==> src/rtl/mul_arbiter_pkg.sv <==
// mul_arbiter_pkg: shared definitions for the two-requester multiplier arbiter.
//   - state_t                 : FSM state encoding for mul_arbiter
//   - W_DEFAULT               : default operand width
//   - TIMEOUT_CYCLES_DEFAULT  : default RUN-state wait bound for mul_done
// Optional feature macro: MUL_ARBITER_TIMEOUT_EN adds the ABORT state.
package mul_arbiter_pkg;

  localparam int W_DEFAULT              = 64;
  localparam int TIMEOUT_CYCLES_DEFAULT = 255;

  typedef enum logic [2:0] {
    ST_IDLE,
    ST_CLEAR,
    ST_RUN,
`ifdef MUL_ARBITER_TIMEOUT_EN
    ST_RESP,
    ST_ABORT
`else
    ST_RESP
`endif
  } state_t;

endpackage

==> src/rtl/mul_arbiter_rr.sv <==
// rr_arb2: two-way round-robin grant logic with its last-grant pointer.
// Ports:
//   clk, reset : clock and synchronous active-high reset
//   req        : per-requester request bits
//   accept     : 1 when the grant is actually taken this cycle
//   gnt        : one-hot grant (0 when nothing requested)
//   gnt_idx    : index of the granted requester
module rr_arb2 (
  input  logic       clk,
  input  logic       reset,
  input  logic [1:0] req,
  input  logic       accept,
  output logic [1:0] gnt,
  output logic       gnt_idx
);

  // Index of the requester granted most recently; 1 after reset so that
  // requester 0 wins the first tie.
  logic last_q;

  always_comb begin
    gnt_idx = req[1];
    if (req == 2'b11) gnt_idx = ~last_q;
    gnt = 2'b00;
    if (req != 2'b00) gnt = gnt_idx ? 2'b10 : 2'b01;
  end

  always_ff @(posedge clk) begin
    if (reset) begin
      last_q <= 1'b1;
    end else if (accept && (req != 2'b00)) begin
      last_q <= gnt_idx;
    end
  end

endmodule

==> src/rtl/mul_arbiter.sv <==
// mul_arbiter: shares one multi-cycle multiplier between two requesters.
// Grants one request at a time (round-robin on ties), clears the multiplier,
// runs it until mul_done, then returns the product with a one-cycle pulse.
// Ports:
//   clk, reset             : clock, synchronous active-high reset
//   req_valid / req_ready  : per-requester request and one-cycle accept pulse
//   req_a, req_b           : packed operands, requester i at [i*W +: W]
//   rsp_valid, rsp_result  : per-requester result pulse and registered product
//   rsp_err                : timeout flag, qualified by rsp_valid
//   mul_clear, mul_start   : multiplier control
//   mul_a, mul_b           : operands to the multiplier
//   mul_done, mul_result   : multiplier completion and product
// Optional feature macro: MUL_ARBITER_TIMEOUT_EN (RUN timeout -> ABORT, rsp_err).
module mul_arbiter
  import mul_arbiter_pkg::*;
#(
  parameter int W              = W_DEFAULT,
  parameter int TIMEOUT_CYCLES = TIMEOUT_CYCLES_DEFAULT
) (
  input  logic           clk,
  input  logic           reset,
  input  logic [1:0]     req_valid,
  output logic [1:0]     req_ready,
  input  logic [2*W-1:0] req_a,
  input  logic [2*W-1:0] req_b,
  output logic [1:0]     rsp_valid,
  output logic [2*W-1:0] rsp_result,
  output logic           rsp_err,
  output logic           mul_clear,
  output logic           mul_start,
  output logic [W-1:0]   mul_a,
  output logic [W-1:0]   mul_b,
  input  logic           mul_done,
  input  logic [2*W-1:0] mul_result
);

  state_t         state_q, state_d;
  logic [1:0]     arb_gnt;
  logic           arb_idx;
  logic           take;
  logic           grant_idx_q;
  logic [W-1:0]   op_a_q, op_b_q;
  logic [2*W-1:0] result_q;

  assign take = (state_q == ST_IDLE) && (req_valid != 2'b00) && !reset;

  rr_arb2 u_arb (
    .clk     (clk),
    .reset   (reset),
    .req     (req_valid),
    .accept  (take),
    .gnt     (arb_gnt),
    .gnt_idx (arb_idx)
  );

`ifdef MUL_ARBITER_TIMEOUT_EN
  localparam int CNT_W = $clog2(TIMEOUT_CYCLES + 1);
  logic [CNT_W-1:0] cnt_q;
  logic             err_q;
  logic             timed_out;

  assign timed_out = (cnt_q == CNT_W'(TIMEOUT_CYCLES - 1));
  assign rsp_err   = err_q;
`else
  assign rsp_err   = 1'b0;
`endif

  always_comb begin
    state_d   = state_q;
    req_ready = 2'b00;
    mul_clear = 1'b0;
    mul_start = 1'b0;
    rsp_valid = 2'b00;
    case (state_q)
      ST_IDLE: begin
        if (take) begin
          req_ready = arb_gnt;
          state_d   = ST_CLEAR;
        end
      end
      ST_CLEAR: begin
        mul_clear = 1'b1;
        state_d   = ST_RUN;
      end
      ST_RUN: begin
        mul_start = 1'b1;
        if (mul_done) begin
          state_d = ST_RESP;
`ifdef MUL_ARBITER_TIMEOUT_EN
        end else if (timed_out) begin
          state_d = ST_ABORT;
`endif
        end
      end
      ST_RESP: begin
        rsp_valid = grant_idx_q ? 2'b10 : 2'b01;
        state_d   = ST_IDLE;
      end
`ifdef MUL_ARBITER_TIMEOUT_EN
      ST_ABORT: begin
        mul_clear = 1'b1;
        state_d   = ST_RESP;
      end
`endif
      default: state_d = ST_IDLE;
    endcase
  end

  assign mul_a      = op_a_q;
  assign mul_b      = op_b_q;
  assign rsp_result = result_q;

  // Grant stage: capture operands of the winner; RUN stage: capture product.
  always_ff @(posedge clk) begin
    if (reset) begin
      state_q     <= ST_IDLE;
      grant_idx_q <= 1'b0;
      op_a_q      <= '0;
      op_b_q      <= '0;
      result_q    <= '0;
    end else begin
      state_q <= state_d;
      if (take) begin
        grant_idx_q <= arb_idx;
        op_a_q      <= arb_idx ? req_a[2*W-1:W] : req_a[W-1:0];
        op_b_q      <= arb_idx ? req_b[2*W-1:W] : req_b[W-1:0];
      end
      if ((state_q == ST_RUN) && mul_done) begin
        result_q <= mul_result;
`ifdef MUL_ARBITER_TIMEOUT_EN
      end else if ((state_q == ST_RUN) && timed_out) begin
        result_q <= '0;
`endif
      end
    end
  end

`ifdef MUL_ARBITER_TIMEOUT_EN
  // Counts RUN cycles without mul_done; zero everywhere else.
  always_ff @(posedge clk) begin
    if (reset) begin
      cnt_q <= '0;
      err_q <= 1'b0;
    end else begin
      if ((state_q == ST_RUN) && !mul_done) cnt_q <= cnt_q + CNT_W'(1);
      else                                  cnt_q <= '0;
      if ((state_q == ST_RUN) && mul_done)        err_q <= 1'b0;
      else if ((state_q == ST_RUN) && timed_out)  err_q <= 1'b1;
    end
  end
`endif

endmodule

==> config.mk <==
export PLATFORM = sky130hd
export DESIGN_NAME = mul_arbiter
export DESIGN_NICKNAME = d
export VERILOG_FILES = /design/src/rtl/mul_arbiter_pkg.sv /design/src/rtl/mul_arbiter_rr.sv /design/src/rtl/mul_arbiter.sv
export SDC_FILE = /design/constraint.sdc
export NUM_CORES = 1
export LEC_CHECK = 0
export ABC_AREA = 0
export BUFFER_PORTS_ARGS = -buffer_cell sky130_fd_sc_hd__buf_2
export CAP_MARGIN = 5
export CORE_AREA = 2 2 252 254
export CTS_BUF_LIST = sky130_fd_sc_hd__clkbuf_4
export CTS_CLUSTER_SIZE = 24
export DETAILED_ROUTE_END_ITERATION = 8
export DIE_AREA = 0 0 254 256
export GPL_ROUTABILITY_DRIVEN = 1
export PLACE_DENSITY = 0.37
export RECOVER_POWER = 50
export SLEW_MARGIN = 20
export SYNTH_ARGS = -nofsm -noshare
export SYNTH_HDL_FRONTEND = slang
export SYNTH_SLANG_ARGS = --single-unit
==> constraint.sdc <==
create_clock -name clk -period 1.8 [get_ports clk]
set_input_delay 0.18 -clock clk [delete_from_list [all_inputs] [get_ports clk]]
set_output_delay 0.18 -clock clk [all_outputs]
set_load 0.01 [all_outputs]
==> reports/summary.json, run 1 <==
{
  "run_status": {"value": "finished with violations"},
  "violations": {"value": "negative setup slack"},
  "placementRows": {"value": 92},
  "grt_usage": {"value": 0.155},
  "cp_slowest_stage_delay": {"value": 0.32, "unit": "ns"},
  "routed_wl": {"value": 53000, "unit": "um"},
  "power_density": {"value": 1090, "unit": "mW/mm^2"},
  "yosys_warnings": {"value": 0},
  "fillerInstances": {"value": 6855},
  "fin_cells": {"value": 3154},
  "ys_types": {"value": 24},
  "die-area": {"value": 0.0650, "unit": "mm^2"},
  "drt_first_iter_violations": {"value": 673},
  "postSynthNetCount": {"value": 1564},
  "firstDrtPassIters": {"value": 5},
  "post_synth_inst_count": {"value": 1171},
  "finish.instance_area": {"value": 0.0194, "unit": "mm^2"},
  "first_global_vias": {"value": 13837},
  "layout_min_cycle_time": {"value": 2.00, "unit": "ns"},
  "nNetsFinal": {"value": 2652},
  "cp-start-kind": {"value": "register"},
  "cellLeakagePower": {"value": 8.20, "unit": "nW"},
  "cts_made_buffers": {"value": 82},
  "grt_antenna_before_repair": {"value": 10},
  "worst_setup_hold_path_clk_slew": {"value": 0.06, "unit": "ns"},
  "skew": {"value": 0.0541, "unit": "ns"},
  "io_pins": {"value": 652},
  "proportion_of_layout_cells_with_a_drive_suffix_above_1": {"value": 0.286},
  "die-width": {"value": 254, "unit": "um"},
  "required": {"value": 1.62, "unit": "ns"},
  "postSynthAreaPerCell": {"value": 8.48, "unit": "um^2"},
  "cts.path.max_buffers": {"value": 3},
  "hpwlAfterDp": {"value": 36200, "unit": "um"},
  "h-tree-depth": {"value": 3},
  "synth_area_leader_cell": {"value": "sky130_fd_sc_hd__dfxtp_1"},
  "portBuffers": {"value": 650},
  "max_freq": {"value": 500, "unit": "MHz"},
  "setup_ws": {"value": -0.202, "unit": "ns"},
  "number_of_synthesized_register_bits": {"value": 260},
  "synth_sequential_area_ratio": {"value": 0.524},
  "finalMaxSlewViolations": {"value": 0},
  "crit_path_end_kind": {"value": "output pin"},
  "worst-endpoint-arrival": {"value": 1.82, "unit": "ns"},
  "critPathSlowestCell": {"value": "sky130_fd_sc_hd__dfxtp_2"},
  "fin_hold_viols": {"value": 0},
  "synth.area.top_cells": {"value": "sky130_fd_sc_hd__dfxtp_1, sky130_fd_sc_hd__nand2_1, sky130_fd_sc_hd__a221o_1"},
  "post-route-drc-count": {"value": 0},
  "globalplace.congestion": {"value": 0.794},
  "area_delta_synth_final": {"value": 95.6, "unit": "%"},
  "tightest_slew": {"value": 0.781, "unit": "ns"},
  "routed_wire_length_per_instance": {"value": 16.8, "unit": "um"},
  "netlist.area_leader.share": {"value": 0.524},
  "setup_viol_count_final": {"value": 4},
  "slew_headroom": {"value": 0.480},
  "vias_per_cell": {"value": 4.19},
  "timing.critical_path.fanout_max": {"value": 3},
  "post_route_core_utilization": {"value": 0.311},
  "timing.hold.worst_path_depth": {"value": 3},
  "grt_setup_unrepaired": {"value": "yes"},
  "irDropWorstVdd": {"value": 0.462, "unit": "mV"},
  "timing.reg2reg.setup_slack": {"value": 0, "unit": "ns"},
  "post-place-cells": {"value": 2614},
  "crit_type": {"value": "register to output pin"},
  "whs": {"value": 0.173, "unit": "ns"},
  "place_ws": {"value": 0.0210, "unit": "ns"},
  "cts_root_buffer": {"value": "sky130_fd_sc_hd__clkbuf_4"},
  "worstSkewPairLatency": {"value": 0.78, "unit": "ns"},
  "seq_area": {"value": 0.00521, "unit": "mm^2"},
  "period_share": {"value": 1.11},
  "die_h": {"value": 256, "unit": "um"},
  "rr_worst_depth": {"value": 8},
  "multi_input_logic_area": {"value": 0.00429, "unit": "mm^2"},
  "postPlaceCellArea": {"value": 0.0145, "unit": "mm^2"},
  "cts_tree": {"value": "done"},
  "antenna_violating_nets_post_route": {"value": 0},
  "grt_start_max_net_pins": {"value": 130},
  "numClockSinks": {"value": 260},
  "path_cells": {"value": "inv_2 > ha_4 > nand2b_4 > buf_12 > nor3b_4 > buf_6"},
  "core_area": {"value": 0.0624, "unit": "mm^2"},
  "hold_class": {"value": "input port to register"},
  "synthesis.area": {"value": 0.00994, "unit": "mm^2"},
  "global_route.overflow_total": {"value": 0},
  "initial_utilization": {"value": 0.159},
  "grt_first_pass_wirelength": {"value": 78300, "unit": "um"},
  "number_of_maximum_capacitance_constraint_violations": {"value": 0},
  "vias": {"value": 13211}
}
==> worst max-delay path: cells and delay by family (launching register included) <==
family / cells / cell delay [ns]
AND/OR/NAND/NOR: 2 / 0.28
flip-flops: 1 / 0.32
adder cells (fa/ha/maj): 1 / 0.15
buffers and inverters: 3 / 0.35
==> registers in the layout (all words and copies together), names as in the netlist <==
name / cells
state_q: 2
u_arb.last_q: 1
mul_b: 64
grant_idx_q: 1
mul_a: 64
rsp_result: 128
==> cells in the mapped netlist <==
cell type and number:
sky130_fd_sc_hd__or2_1 1, sky130_fd_sc_hd__mux2i_1 1, sky130_fd_sc_hd__and2_1 2, sky130_fd_sc_hd__and2b_1 1, sky130_fd_sc_hd__buf_2 41, sky130_fd_sc_hd__buf_4 4, sky130_fd_sc_hd__nand2b_2 1, sky130_fd_sc_hd__inv_1 5
sky130_fd_sc_hd__clkbuf_1 56, sky130_fd_sc_hd__buf_1 4, sky130_fd_sc_hd__conb_1 1, sky130_fd_sc_hd__a21oi_1 131, sky130_fd_sc_hd__a21o_1 1, sky130_fd_sc_hd__clkbuf_4 9, sky130_fd_sc_hd__o221a_1 1, sky130_fd_sc_hd__a221o_1 128
sky130_fd_sc_hd__nor2_1 1, sky130_fd_sc_hd__nor3_1 128, sky130_fd_sc_hd__ha_1 4, sky130_fd_sc_hd__nor3b_1 1, sky130_fd_sc_hd__dfxtp_1 260, sky130_fd_sc_hd__nand2_1 387, sky130_fd_sc_hd__nor2b_1 2, sky130_fd_sc_hd__a211oi_2 1
==> through the flow <==
stage	TNS (ns)	total power, mW
3_3_place_gp	0	14.6
6_report	-0.542	21.3
3_5_place_dp	0	14.6
2_1_floorplan	0	11.1
4_1_cts	-1.72	21.7
5_1_grt	-11.62	22.7
==> where the power goes <==
part | internal [mW] | switching [mW] | total (mW)
logic | 3.60 | 4.18 | 7.79
clock network | 3.02 | 2.77 | 5.79
registers | 6.97 | 0.711 | 7.68
total | 13.6 | 7.67 | 21.3
==> cells in the final DEF (no fill, tap or decap), drive strengths merged, types with 2 or more instances in the layout <==
master and n:
nor2b 2, inv 6, and2 2, ha 4, diode 5, and2b 2
dfxtp 260, bufbuf 2, nor3 128, buf 514, a21oi 131, a221o 128
clkinv 11, nand2 387, dlygate4sd3 389, clkbuf 325
==> metal layers <==
layer,vias up,track usage,part of all wire
li1,6333,-,-
met1,6118,0.160,0.38
met2,612,0.272,0.49
met3,140,0.0641,0.098
met4,8,0.0663,0.035
met5,-,0,0.0011
==> logic make-up after synthesis <==
logic type,after synthesis,share of synthesized area
simple gates,524,0.217
compound gates,262,0.198
flops,260,0.524
buf+inv,119,0.0550
fa+ha+maj,4,0.00504
mux,1,0.00101
other cells,1,0.000377
==> layout make-up <==
cell class | instances | share of cell area
diodes | 5 | 0.000644
clock buffers | 114 | 0.0440
clock inverters | 14 | 0.00502
inverters | 5 | 0.000966
multi-input cells | 793 | 0.221
flip-flops and latches | 260 | 0.268
well taps | 846 | 0.0545
repair buffers | 1117 | 0.406
==> path summary, 6_finish.rpt <==
path | from | endpoint
setup / recovery | state_q[1]$_SDFFE_PP0P_ | req_ready[0]
hold / removal | req_b[112] | mul_b[48]$_SDFFE_PP0N_
setup reg to reg | state_q[0]$_SDFFE_PP0P_ | rsp_result[122]$_SDFFE_PP0P_
hold reg to reg | rsp_result[110]$_SDFFE_PP0P_ | rsp_result[110]$_SDFFE_PP0P_
==> what timing repair did <==
action / CTS / global route
hold buffers: 390 / 0
gates resized for setup: 23 / 12
gates cloned: 3 / 2
setup buffers: 7 / 5
pin swaps: 2 / 2
hold endpoints to repair: 259 / 0
setup endpoints to repair: 7 / 86
(Power assumes the default switching activity.)
==> inputs of run 2 (changes only) <==
Settings changed: CTS_BUF_LIST sky130_fd_sc_hd__clkbuf_4 to sky130_fd_sc_hd__clkbuf_8.
Clock period 1.8 ns to 2 ns, I/O delays scaled along.
==> reports/summary.json, run 2 (synthesis gave the netlist of run 1 again) <==
{
  "run_status": {"value": "complete, no violations"},
  "firstDrtPassIters": {"value": 5},
  "setup_viol_count_final": {"value": 0},
  "cts.path.max_buffers": {"value": 3},
  "internal_power_contribution": {"value": 12.2, "unit": "mW"},
  "holdPathEnd": {"value": "mul_b[63]$_SDFFE_PP0N_"},
  "numClockSinks": {"value": 260},
  "initial_utilization": {"value": 0.159},
  "max_freq": {"value": 523, "unit": "MHz"},
  "tightest_slew": {"value": 0.817, "unit": "ns"},
  "fillerInstances": {"value": 6836},
  "irDropWorstVdd": {"value": 0.457, "unit": "mV"},
  "rr_worst_depth": {"value": 8},
  "hold_start": {"value": "req_b[63]"},
  "worst_setup_hold_path_clk_slew": {"value": 0.06, "unit": "ns"},
  "die_h": {"value": 256, "unit": "um"},
  "drt_first_iter_violations": {"value": 673},
  "core_area": {"value": 0.0624, "unit": "mm^2"},
  "largest_register_ff_count": {"value": 128},
  "vias_per_cell": {"value": 4.17},
  "antenna_violating_nets_post_route": {"value": 0},
  "worstReg2RegEnd": {"value": "mul_b[39]$_SDFFE_PP0N_"},
  "path_cells": {"value": "inv_2 > ha_4 > nand2b_4 > buf_16 > nor3b_4 > buf_6"},
  "die-width": {"value": 254, "unit": "um"},
  "path_delay_family": {"value": "buffers and inverters"},
  "grt_antenna_before_repair": {"value": 9},
  "cp-start-kind": {"value": "register"},
  "global_route.overflow_total": {"value": 0},
  "cts_tree": {"value": "done"},
  "layout_min_cycle_time": {"value": 1.91, "unit": "ns"},
  "die-area": {"value": 0.0650, "unit": "mm^2"},
  "globalplace.congestion": {"value": 0.776},
  "crit_path_end_kind": {"value": "output pin"},
  "worstSkewPairLatency": {"value": 0.60, "unit": "ns"},
  "portBuffers": {"value": 650},
  "h-tree-depth": {"value": 2},
  "most_frequent_cells_in_the_layout": {"value": "sky130_fd_sc_hd__buf_2, sky130_fd_sc_hd__nand2_1, sky130_fd_sc_hd__dlygate4sd3_1, sky130_fd_sc_hd__dfxtp_1, sky130_fd_sc_hd__clkbuf_1"},
  "nNetsFinal": {"value": 2606},
  "timing.reg2reg.setup_slack": {"value": 0.14, "unit": "ns"},
  "hold_class": {"value": "input port to register"},
  "hpwlAfterDp": {"value": 36100, "unit": "um"},
  "worst-endpoint-arrival": {"value": 1.71, "unit": "ns"},
  "cts_root_buffer": {"value": "sky130_fd_sc_hd__clkbuf_8"},
  "cellLeakagePower": {"value": 7.91, "unit": "nW"},
  "routed_wl": {"value": 52600, "unit": "um"},
  "placementRows": {"value": 92},
  "io_pins": {"value": 652},
  "timing.hold.worst_path_depth": {"value": 4},
  "finalMaxSlewViolations": {"value": 0},
  "cts_made_buffers": {"value": 50},
  "number_of_maximum_capacitance_constraint_violations": {"value": 0},
  "whs": {"value": 0.0692, "unit": "ns"},
  "layout.cells.most_common": {"value": "sky130_fd_sc_hd__buf_2"},
  "pwr-share-clk": {"value": 0.278},
  "area_delta_synth_final": {"value": 93.0, "unit": "%"},
  "finish.instance_area": {"value": 0.0192, "unit": "mm^2"},
  "grt_start_max_net_pins": {"value": 130},
  "seq_power_share": {"value": 0.365},
  "required": {"value": 1.80, "unit": "ns"},
  "power_density": {"value": 990, "unit": "mW/mm^2"},
  "postPlaceCellArea": {"value": 0.0145, "unit": "mm^2"},
  "totalPowerFinal": {"value": 19.0, "unit": "mW"},
  "grt_first_pass_wirelength": {"value": 78100, "unit": "um"},
  "crit_type": {"value": "register to output pin"},
  "post-route-drc-count": {"value": 0},
  "timing.critical_path.fanout_max": {"value": 3},
  "skew": {"value": 0.00693, "unit": "ns"},
  "proportion_of_layout_cells_with_a_drive_suffix_above_1": {"value": 0.243},
  "fin_hold_viols": {"value": 0},
  "cp_slowest_stage_delay": {"value": 0.32, "unit": "ns"},
  "slew_headroom": {"value": 0.455},
  "worst-path-buf-inv": {"value": 3},
  "grt_usage": {"value": 0.153},
  "place_ws": {"value": 0.220, "unit": "ns"},
  "grt_setup_unrepaired": {"value": "yes"},
  "power_switching": {"value": 6.81, "unit": "mW"},
  "routed_wire_length_per_instance": {"value": 17.0, "unit": "um"},
  "post-place-cells": {"value": 2612},
  "first_global_vias": {"value": 13556},
  "period_share": {"value": 0.955},
  "power.share.switching": {"value": 0.358},
  "fin_cells": {"value": 3101},
  "critPathSlowestCell": {"value": "sky130_fd_sc_hd__dfxtp_2"},
  "rr_startpoint": {"value": "state_q[1]$_SDFFE_PP0P_"},
  "setup_ws": {"value": 0.0897, "unit": "ns"},
  "combPwrFrac": {"value": 0.357},
  "vias": {"value": 12940}
}
run 2: power by group through the flow:
stage          sequential, mW  clock [mW]  combinational (mW)
2_1_floorplan            7.37           0                2.60
3_3_place_gp             6.99           0                6.05
3_5_place_dp             6.98           0                6.09
4_1_cts                  6.89        5.52                7.13
5_1_grt                  7.05        5.75                7.40
6_report                 6.93        5.28                6.78
run 2: worst max path at each step:
stage                     cells past startpoint               startpoint                      to  slack, ns
final                                         6  state_q[1]$_SDFFE_PP0P_            req_ready[0]       0.09
after global routing                          6  state_q[1]$_SDFFE_PP0P_            req_ready[0]      -0.03
after CTS                                     6  state_q[1]$_SDFFE_PP0P_            req_ready[1]      0.001
after detailed placement                      7  state_q[0]$_SDFFE_PP0P_  mul_a[55]$_SDFFE_PP0N_       0.22
after global placement                        7  state_q[0]$_SDFFE_PP0P_  mul_a[47]$_SDFFE_PP0N_       0.22
after floorplan                               7  state_q[0]$_SDFFE_PP0P_  mul_b[32]$_SDFFE_PP0N_       0.37
run 2: cell type report:
| cell class | instances | area (um^2) | area share |
|---|---|---|---|
| inverters | 5 | 18.8 | 0.000979 |
| flip-flops and latches | 260 | 5210 | 0.272 |
| clock inverters | 29 | 151 | 0.00790 |
| well taps | 846 | 1060 | 0.0552 |
| multi-input cells | 793 | 4250 | 0.222 |
| repair buffers | 1103 | 7650 | 0.399 |
| diodes | 5 | 12.5 | 0.000653 |
| clock buffers | 60 | 826 | 0.0431 |
run 2: through the flow:
stage                     TNS [ns]  utilization
after global routing       -0.0517        0.307
final                            0        0.307
after CTS                        0        0.312
after floorplan                  0            -
after global placement           0        0.232
after detailed placement         0        0.232
run 2: routing by layer:
metal,track usage,vias up,part of all wire
met2,0.273,594,0.49
met3,0.0574,91,0.099
met1,0.167,6034,0.39
met5,0,-,0.00072
met4,0.0449,6,0.025
li1,-,6215,-
run 2: repair_timing:
item | in CTS | in global routing
hold buffers | 380 | 0
endpoints found under the hold margin | 256 | 0
endpoints found under the setup margin | 2 | 2
setup buffers | 8 | 3
pin swaps | 2 | 1
cloned | 4 | 0
gates resized for setup | 11 | 2
run 2: worst register-to-register path, cell delays in order (launching register included):
cell and delay (ns):
sky130_fd_sc_hd__dfxtp_2 0.32, sky130_fd_sc_hd__inv_2 0.07, sky130_fd_sc_hd__ha_4 0.15, sky130_fd_sc_hd__nand2b_4 0.08
sky130_fd_sc_hd__a211oi_4 0.22, sky130_fd_sc_hd__buf_12 0.14, sky130_fd_sc_hd__buf_4 0.32, sky130_fd_sc_hd__buf_12 0.31
sky130_fd_sc_hd__a221o_1 0.19
==> inputs of run 3 (changes only) <==
Settings changed: CORE_AREA 2 2 252 254 to 2 2 250 252, CTS_BUF_LIST sky130_fd_sc_hd__clkbuf_8 to sky130_fd_sc_hd__clkbuf_16, DIE_AREA 0 0 254 256 to 0 0 252 254.
Clock period 2 ns to 1.8 ns, I/O delays scaled along.
==> reports/summary.json, run 3 (synthesis gave the netlist of run 1 again) <==
{
  "cts_made_buffers": {"value": 34},
  "skew": {"value": 0.0180, "unit": "ns"},
  "grt_setup_unrepaired": {"value": "yes"},
  "violations": {"value": "negative setup slack"},
  "crit_path_end_kind": {"value": "output pin"},
  "antenna_violating_nets_post_route": {"value": 0},
  "layout.cells.most_common": {"value": "sky130_fd_sc_hd__buf_2"},
  "globalplace.congestion": {"value": 0.806},
  "cp-start-kind": {"value": "register"},
  "cp_slowest_stage_delay": {"value": 0.32, "unit": "ns"},
  "global_route.overflow_total": {"value": 0},
  "power_density": {"value": 1180, "unit": "mW/mm^2"},
  "layout_min_cycle_time": {"value": 1.89, "unit": "ns"},
  "fin_cells": {"value": 2899},
  "totalPowerFinal": {"value": 21.2, "unit": "mW"},
  "cts.path.max_buffers": {"value": 3},
  "initial_utilization": {"value": 0.162},
  "postPlaceCellArea": {"value": 0.0144, "unit": "mm^2"},
  "timing.critical_path.fanout_max": {"value": 4},
  "path_delay_family": {"value": "buffers and inverters"},
  "firstDrtPassIters": {"value": 7},
  "most_frequent_cells_in_the_layout": {"value": "sky130_fd_sc_hd__buf_2, sky130_fd_sc_hd__nand2_1, sky130_fd_sc_hd__dlygate4sd3_1, sky130_fd_sc_hd__dfxtp_1, sky130_fd_sc_hd__clkbuf_1"},
  "hpwlAfterDp": {"value": 36600, "unit": "um"},
  "cellLeakagePower": {"value": 7.50, "unit": "nW"},
  "placementRows": {"value": 91},
  "post_route_core_utilization": {"value": 0.294},
  "path_cells": {"value": "inv_2 > ha_4 > nand2b_4 > a211oi_4 > buf_12 > buf_12 > buf_6"},
  "core_area": {"value": 0.0613, "unit": "mm^2"},
  "proportion_of_layout_cells_with_a_drive_suffix_above_1": {"value": 0.267},
  "largest_register_ff_count": {"value": 128},
  "die-area": {"value": 0.0640, "unit": "mm^2"},
  "post-place-cells": {"value": 2552},
  "finalMaxSlewViolations": {"value": 0},
  "grt_antenna_before_repair": {"value": 15},
  "max_freq": {"value": 530, "unit": "MHz"},
  "nNetsFinal": {"value": 2469},
  "crit_top_cell": {"value": "sky130_fd_sc_hd__buf_12"},
  "finish.instance_area": {"value": 0.0180, "unit": "mm^2"},
  "worst_setup_hold_path_clk_slew": {"value": 0.06, "unit": "ns"},
  "worst-endpoint-arrival": {"value": 1.71, "unit": "ns"},
  "required": {"value": 1.62, "unit": "ns"},
  "vias": {"value": 12266},
  "portBuffers": {"value": 650},
  "area_delta_synth_final": {"value": 81.3, "unit": "%"},
  "routed_wire_length_per_instance": {"value": 17.6, "unit": "um"},
  "setup_ws": {"value": -0.0885, "unit": "ns"},
  "setup_viol_count_final": {"value": 2},
  "critPathSlowestCell": {"value": "sky130_fd_sc_hd__dfxtp_2"},
  "vias_per_cell": {"value": 4.23},
  "crit_type": {"value": "register to output pin"},
  "io_pins": {"value": 652},
  "run_status": {"value": "finished with violations"},
  "cts_root_buffer": {"value": "sky130_fd_sc_hd__clkbuf_16"},
  "grt_usage": {"value": 0.149},
  "post-route-drc-count": {"value": 0},
  "hold_class": {"value": "input port to register"},
  "drt_first_iter_violations": {"value": 524},
  "fin_hold_viols": {"value": 0},
  "tightest_slew": {"value": 0.730, "unit": "ns"},
  "worstSkewPairLatency": {"value": 0.54, "unit": "ns"},
  "first_global_vias": {"value": 12572},
  "whs": {"value": 0.0407, "unit": "ns"},
  "die-width": {"value": 252, "unit": "um"},
  "cts_tree": {"value": "done"},
  "grt_first_pass_wirelength": {"value": 74300, "unit": "um"},
  "period_share": {"value": 1.05},
  "numClockSinks": {"value": 260},
  "slew_headroom": {"value": 0.514},
  "grt_start_max_net_pins": {"value": 130},
  "irDropWorstVdd": {"value": 0.552, "unit": "mV"},
  "routed_wl": {"value": 51100, "unit": "um"},
  "h-tree-depth": {"value": 2},
  "die_h": {"value": 254, "unit": "um"},
  "number_of_maximum_capacitance_constraint_violations": {"value": 0},
  "worst-path-buf-inv": {"value": 4}
}
==> run 3: per-layer routing <==
metal  track usage  up-vias  part of all wire
met4        0.0463       10             0.021
met3        0.0554       74             0.095
met2         0.259      529              0.49
li1              -     5949                 -
met1         0.169     5704              0.40
met5             0        -            0.0013
==> run 3: worst paths after layout <==
kind                                    start                          end  slack, ns  cells after the start
setup / recovery      state_q[1]$_SDFFE_PP0P_                 req_ready[1]      -0.09                      7
hold / removal                      req_b[28]       mul_b[28]$_SDFFE_PP0N_       0.04                      4
setup reg to reg      state_q[0]$_SDFFE_PP0P_       mul_b[57]$_SDFFE_PP0N_       0.02                      8
hold reg to reg   rsp_result[89]$_SDFFE_PP0P_  rsp_result[89]$_SDFFE_PP0P_       0.45                      2
==> run 3: layout make-up <==
type | instances | area [um^2]
timing repair buffer | 983 | 6540
clock buffer | 34 | 851
tap | 790 | 988
sequential | 260 | 5210
antenna | 10 | 25.0
inverter | 5 | 18.8
multi-input combinational | 792 | 4250
fill | 6740 | 43200
clock inverter | 25 | 126
==> run 3: through the flow <==
step / TNS [ns] / setup WS (ns)
after floorplan: 0 / 0.169
after global placement: 0 / 0.0730
after detailed placement: 0 / 0.0686
after CTS: -0.230 / -0.146
after global routing: -2.40 / -0.172
final: -0.126 / -0.0885
==> run 3: timing repair <==
action / 4_1_cts / 5_1_grt
hold endpoints to repair: 256 / 0
setup endpoints to repair: 2 / 92
buffers inserted: 8 / 2
hold buffers: 264 / 0
gates resized for setup: 18 / 5
pin swaps: 2 / 1
cloned: 2 / 2
==> run 3: power breakdown <==
group	switching (mW)	leakage (nW)	internal, mW
registers	0.680	2.12	6.97
logic	4.09	4.87	3.33
clock network	2.74	0.501	3.43
total	7.51	7.50	13.7
==> run 3: worst register-to-register path, delay by kind of cell (launching register included) <==
family          cells  cell delay, ns
compound gates      2            0.43
simple gates        1            0.11
flops               1            0.34
buf+inv             4            0.63
fa+ha+maj           1            0.16
